`config.mk`:
```
export PLATFORM = sky130hd
export DESIGN_NAME = mux_scan_serializer
export DESIGN_NICKNAME = d
export VERILOG_FILES = /design/src/rtl/mux_scan_serializer.sv
export SDC_FILE = /design/constraint.sdc
export NUM_CORES = 1
export LEC_CHECK = 0
export BUFFER_PORTS_ARGS = -buffer_cell sky130_fd_sc_hd__clkbuf_2
export CORE_UTILIZATION = 40
export CTS_CLUSTER_SIZE = 40
export DETAILED_ROUTE_END_ITERATION = 10
export PLACE_DENSITY = 0.67
export SLEW_MARGIN = 20
export SYNTH_ARGS = -nofsm -noshare
export SYNTH_HDL_FRONTEND = slang
export SYNTH_SLANG_ARGS = --single-unit
```
`constraint.sdc`:
```
create_clock -name clk -period 2.1 [get_ports clk]
set_input_delay 0 -clock clk [delete_from_list [all_inputs] [get_ports clk]]
set_output_delay 0 -clock clk [all_outputs]
set_load 0.05 [all_outputs]
```
`src/rtl/mux_scan_serializer.sv`:
```
// Word-to-serial sequencer for an external 8:1 mux: latches a word, walks mux_sel, streams mux_out.
// Optional even-parity trailer bit when MUX_SCAN_PARITY_EN is defined.
`timescale 1ns/1ps
module mux_scan_serializer #(
    parameter int unsigned MSB_FIRST = 0
) (
    input  logic       clk,
    input  logic       rst_n,
    input  logic       in_valid,
    output logic       in_ready,
    input  logic [7:0] in_data,
    output logic [7:0] mux_x,
    output logic [2:0] mux_sel,
    input  logic       mux_out,
    output logic       ser_valid,
    input  logic       ser_ready,
    output logic       ser_data,
    output logic       ser_last,
    output logic       busy
);
    localparam logic [1:0] IDLE  = 2'd0;
    localparam logic [1:0] SCAN  = 2'd1;
    localparam logic [1:0] DRAIN = 2'd2;

    localparam logic [2:0] FIRST_IDX = (MSB_FIRST != 0) ? 3'd7 : 3'd0;
    localparam logic [2:0] FINAL_IDX = (MSB_FIRST != 0) ? 3'd0 : 3'd7;

    logic [1:0] state_q, state_d;
    logic [7:0] mux_x_q, mux_x_d;
    logic [2:0] sel_q, sel_d;
    logic       ser_valid_q, ser_valid_d;
    logic       ser_data_q, ser_data_d;
    logic       ser_last_q, ser_last_d;
    logic       in_ready_q, in_ready_d;
    logic       busy_q, busy_d;
    logic       advance;
    logic [2:0] sel_step;
`ifdef MUX_SCAN_PARITY_EN
    logic       par_q, par_d;
    logic       par_phase_q, par_phase_d;
`endif

    assign advance  = !ser_valid_q || ser_ready;
    assign sel_step = (MSB_FIRST != 0) ? (sel_q - 3'd1) : (sel_q + 3'd1);

    always_comb begin
        state_d     = state_q;
        mux_x_d     = mux_x_q;
        sel_d       = sel_q;
        ser_valid_d = ser_valid_q;
        ser_data_d  = ser_data_q;
        ser_last_d  = ser_last_q;
`ifdef MUX_SCAN_PARITY_EN
        par_d       = par_q;
        par_phase_d = par_phase_q;
`endif
        case (state_q)
            IDLE: begin
                if (in_valid && in_ready_q) begin
                    mux_x_d = in_data;
                    sel_d   = FIRST_IDX;
                    state_d = SCAN;
`ifdef MUX_SCAN_PARITY_EN
                    par_d       = ^in_data;
                    par_phase_d = 1'b0;
`endif
                end
            end
            SCAN: begin
                if (advance) begin
                    ser_valid_d = 1'b1;
`ifdef MUX_SCAN_PARITY_EN
                    // Trailer bit comes from the latched parity, not the mux.
                    if (par_phase_q) begin
                        ser_data_d = par_q;
                        ser_last_d = 1'b1;
                        state_d    = DRAIN;
                    end else begin
                        ser_data_d = mux_out;
                        ser_last_d = 1'b0;
                        if (sel_q == FINAL_IDX) begin
                            par_phase_d = 1'b1;
                        end else begin
                            sel_d = sel_step;
                        end
                    end
`else
                    ser_data_d = mux_out;
                    ser_last_d = (sel_q == FINAL_IDX);
                    if (sel_q == FINAL_IDX) begin
                        state_d = DRAIN;
                    end else begin
                        sel_d = sel_step;
                    end
`endif
                end
            end
            DRAIN: begin
                if (ser_ready) begin
                    ser_valid_d = 1'b0;
                    ser_last_d  = 1'b0;
                    state_d     = IDLE;
                end
            end
            default: state_d = IDLE;
        endcase
        in_ready_d = (state_d == IDLE);
        busy_d     = (state_d != IDLE);
    end

    always_ff @(posedge clk or negedge rst_n) begin
        if (!rst_n) begin
            state_q     <= IDLE;
            mux_x_q     <= 8'd0;
            sel_q       <= 3'd0;
            ser_valid_q <= 1'b0;
            ser_data_q  <= 1'b0;
            ser_last_q  <= 1'b0;
            in_ready_q  <= 1'b0;
            busy_q      <= 1'b0;
`ifdef MUX_SCAN_PARITY_EN
            par_q       <= 1'b0;
            par_phase_q <= 1'b0;
`endif
        end else begin
            state_q     <= state_d;
            mux_x_q     <= mux_x_d;
            sel_q       <= sel_d;
            ser_valid_q <= ser_valid_d;
            ser_data_q  <= ser_data_d;
            ser_last_q  <= ser_last_d;
            in_ready_q  <= in_ready_d;
            busy_q      <= busy_d;
`ifdef MUX_SCAN_PARITY_EN
            par_q       <= par_d;
            par_phase_q <= par_phase_d;
`endif
        end
    end

    assign in_ready  = in_ready_q;
    assign mux_x     = mux_x_q;
    assign mux_sel   = sel_q;
    assign ser_valid = ser_valid_q;
    assign ser_data  = ser_data_q;
    assign ser_last  = ser_last_q;
    assign busy      = busy_q;
endmodule

```
# --- After elaboration in Yosys (flattened, before gate mapping) ---
# Index checks and enable logic that the tools add are counted.
op_classes:
  add_sub_neg: 1
  multipliers: 0
  n_reduce_logical: 12
  shift: 0
  order_cmp: 0
  mux: 14
  bitwise_logic: 0
  n_eq_ne: 7
  div: 0
op_table:
  columns: ["op", "n"]
  rows:
  - ["$mux W3", 3]
  - ["$mux W2", 4]
  - ["$ne A2 B2 Y1 const B", 4]
  - ["$pmux W2 S3", 1]
  - ["$pmux W3 S2", 1]
  - ["$reduce_bool A2 Y1", 3]
  - ["$logic_not A2 Y1", 2]
  - ["$pmux W1 S2", 2]
  - ["$reduce_and A2 Y1", 2]
  - ["$reduce_and A4 Y1", 1]
  - ["$add A3 B1 Y3 const B", 1]
  - ["$eq A3 B3 Y1 const B", 1]
  - ["$mux W1", 3]
  - ["$reduce_and A3 Y1", 1]
  - ["$eq A2 B1 Y1 const B", 1]
  - ["$eq A2 B2 Y1 const B", 1]
  - ["$logic_and A1 B1 Y1", 1]
  - ["$logic_not A1 Y1", 1]
  - ["$logic_or A1 B1 Y1", 1]
totals:
  elab_cells: 42
  latch_bits: 0
  out_inout_bits: 16
  mem_bits_rw: 0
  mem_bits_ro: 0
  mem_count: 0
  register_bits: 18
  in_bits: 13

# --- Longest topological paths before layout ---
depth:
  depth_word: 5
  mapped_depth: 5
  ltp_nobuf: 5

# --- Least setup slack after synthesis ---
# OpenSTA, ideal clock, no wires.
synth_timing:
  kind: "register to register"
  startpoint: "reg sel_q[0], in the netlist mux_sel[0]"
  endpoint: "reg sel_q[1], in the netlist mux_sel[1]"
  setup_time_ps: 125
  required_time_ps: 1975
  path_slack_ps: 292
  t_arrival_ps: 1683
  path_stages_with_launch: 6
  n_path_buf: 0
  period_less_slack_ps: 1808
  cell_sequence: "dfrtp_1 -> ha_1 -> ha_1 -> nor3b_1 -> nand2_1 -> mux2_2"
synth_via:
  elab_chain_cells: 4
  word_cells_on_any_way: 7
  cone_classes: "1 x add/sub; 2 x eq/ne; 3 x mux; 1 x reduce/logical"
synth_rtl:
  columns: ["element", "line_no", "rtl"]
  rows:
  - ["start, declared", "30", "logic [2:0] sel_q, sel_d;"]
  - ["start signal, assigned", "128", "sel_q <= sel_d;"]
  - ["$add A3 B1 Y3", "44", "assign sel_step = (MSB_FIRST != 0) ? (sel_q - 3'd1) : (sel_q + 3'd1);"]
  - ["$mux W3", "90", "if (sel_q == FINAL_IDX) begin"]
  - ["$mux W3", "70", "if (advance) begin"]
  - ["$pmux W3 S2", "57", "case (state_q)"]
# Several ways; a longest one is shown, not always the timed one. The select of a mux whose other input is x is not followed.
# A chain may end at the register's enable or synchronous reset.

# --- Final worst setup path ---
layout_timing:
  startpoint: "reg sel_q[0], in the netlist mux_sel[0]"
  endpoint: "reg sel_q[2], in the netlist mux_sel[2]"
# Same word-level chain as after synthesis.

==> flow_summary.yaml <==
worst_setup_path:
  r2r_cells: 5
  arrival_ns: 1.85
  worstPathRequired_ns: 2.28
  cp-end-kind: "flop"
  crit_type: "flop to flop"
  reg2reg_slack_ns: 0.42
  cp_max_fo: 4
  r2r_start: "mux_sel[0]"
  critPathLaunchType: "flop"
  r2r-end: "mux_sel[2]"
yosys:
  syn-num-nets: 69
  synthCells: 54
  yosys-top-cells-area: "dfrtp_1 (59%), mux2_2 (16%), ha_1 (3.3%), nor2b_1 (3.3%), nand2b_1 (2.5%)"
  yosysWarnings: 0
  synth_edf_count: 0
  synth_top_area_share_pct: 59.1
  synth-seq-area-share_pct: 59.1
  syn_avg_cell_area_um2: 14.1
  syn_area_um2: 762
  synth.distinct_cells: 19
  synthArstFlopShare_pct: 100
  post-synth-top-area-cell: "dfrtp_1"
  synth-main-ff-cell: "dfrtp_1"
  synth-seq-cells: 18
timing:
  timing_hold_violations_final: 0
  worst_slew_pin_slew_ns: 0.431
  fin_skew_ns: 0.000940
  slew_viol_final: 0
  rsz0062_at_grt: "false"
  layout_min_cycle_time_ns: 1.68
  fin_crit_sh_pct: 79.8
  slew_headroom_pct: 71.3
  fmax_mhz: 597
  fin_tns_setup_ns: 0
  finalSetupViolations: 0
clocking:
  postCtsResizedCells: 0
  cts_setup_buffers: 0
  root_buffer: "clkbuf_4"
  h-tree-depth: 1
  clock_sinks: 18
  clock_latency_ns: 0.28
  clk_path_buf_depth: 2
  path_clk_slew_ns: 0.10
  numCtsBuffers: 3
  cts_tree: "built"
floorplan:
  rows: 15
  start_util_pct: 43.2
  die_h_um: 45.6
  boundaryPins: 29
  core_um2: 1760
  fp.dieArea_um2: 2080
  dieWidth_um: 45.6
route:
  wirelength_um: 1350
  postRouteAntennaNets: 0
  vias: 572
  route.detailed.drc: 0
  vias_per_cell: 4.73
  drt_iter0_drc: 4
  wl_per_cell_um: 11.1
  dr.pass1.iters: 4
cells_and_area:
  syn2layout_area_growth_pct: 40.2
  nNetsFinal: 112
  multi_input_area_um2: 300
  n_antenna_cell: 0
  nFillCells: 159
  drive_gt1_share_pct: 47.9
  regArea_um2: 450
hold_path:
  hp-class: "input port to async pin"
global_route:
  grt_overflow_total: 0
  grt_pass1_vias: 534
  grt_first_pass_wirelength_um: 2190
  grtUsageTotal_pct: 15.4
  grt_max_degree: 19
  antenna_found_initial: 0
status:
  status: "finished, final reports clean"
place:
  dp_hpwl_um: 908
  port_buffers: 28
  gp_congestion: 0.873
run:
  max_cap_violations: 0
[cell usage after synthesis, drive strengths merged (2+ instances only)]
master and number:
nor2b 5, a21o 2, mux2 11, dfrtp 18, ha 2, nand2 2, nand2b 3
[registers in the layout, summed over array words and instances, names as in the netlist]
name       count
ser_data       1
mux_sel        3
busy           1
ser_last       1
ser_valid      1
in_ready       1
mux_x          8
state_q        2
[layer usage]
layer | up-vias | wire length [um] | track usage [%]
met5 | - | 0 | 0
met4 | 0 | 10 | 9.09
met3 | 2 | 64 | 2.38
met2 | 21 | 651 | 23.7
met1 | 271 | 619 | 20.4
li1 | 278 | - | -
[what timing repair did]
action	in CTS	in global routing
endpoints found under the hold margin	28	0
endpoints found under the setup margin	0	0
hold buffers	11	0
[stage by stage]
| stage | std cells | hold slack [ns] | setup WS, ns | utilization [%] | cell area [um2] |
|---|---|---|---|---|---|
| finish | 121 | 0.195 | 0.424 | 60.6 | 1070 |
| global route | 121 | 0.245 | 0.353 | 60.6 | 1070 |
| CTS | 121 | 0.189 | 0.444 | 60.6 | 1070 |
| floorplan | 54 | -0.296 | 0.292 | - | 762 |
| global placement | 106 | -0.0388 | 0.502 | 52.3 | 922 |
| detailed placement | 106 | -0.0418 | 0.462 | 52.3 | 922 |
[layout by cell type (no fill, tap or decap), drive strengths merged]
master,count
a21o,2
a21oi,1
and2,1
and4bb,1
clkbuf,32
dfrtp,18
dlygate4sd3,11
ha,2
mux2,11
mux2i,1
nand2,2
nand2b,3
nor2,1
nor2b,5
nor3,1
nor3b,1
o21ai,1
o221a,1
or3,1
[cell families (layout without fill, tap and decap cells)]
family,count (synthesis),after routing,share of synthesized area [%]
flops,18,18,59.1
simple gates,16,16,13.8
mux,12,12,17.6
compound gates,5,5,4.76
fa+ha+maj,2,2,3.28
buf+inv,1,43,1.48
[how the worst max path moves through the flow]
stage,slack [ns],from,end,cells past startpoint
after global placement,0.50,mux_sel[0],mux_sel[2],5
after CTS,0.44,mux_sel[0],mux_sel[2],5
after global routing,0.35,mux_sel[0],mux_sel[1],5
final,0.42,mux_sel[0],mux_sel[2],5
after floorplan,0.29,mux_sel[0],mux_sel[1],5
after detailed placement,0.46,mux_sel[0],mux_sel[1],5
[final cells by class]
class                           count  share of cell area (%)
Clock buffer                        4                    3.40
Tap cell                           25                    2.93
Timing Repair Buffer               39                    23.4
Multi-Input combinational cell     35                    28.1
Sequential cell                    18                    42.2
[worst max-delay path, stage by stage, from the launching register on]
cell	delay, ns
dfrtp_1	0.42
ha_1	0.21
ha_1	0.22
nor3b_1	0.27
nand2_1	0.16
mux2_2	0.29
Power is not shown: default switching activity piles up to over one toggle a cycle in this logic, so the estimate is an artifact.
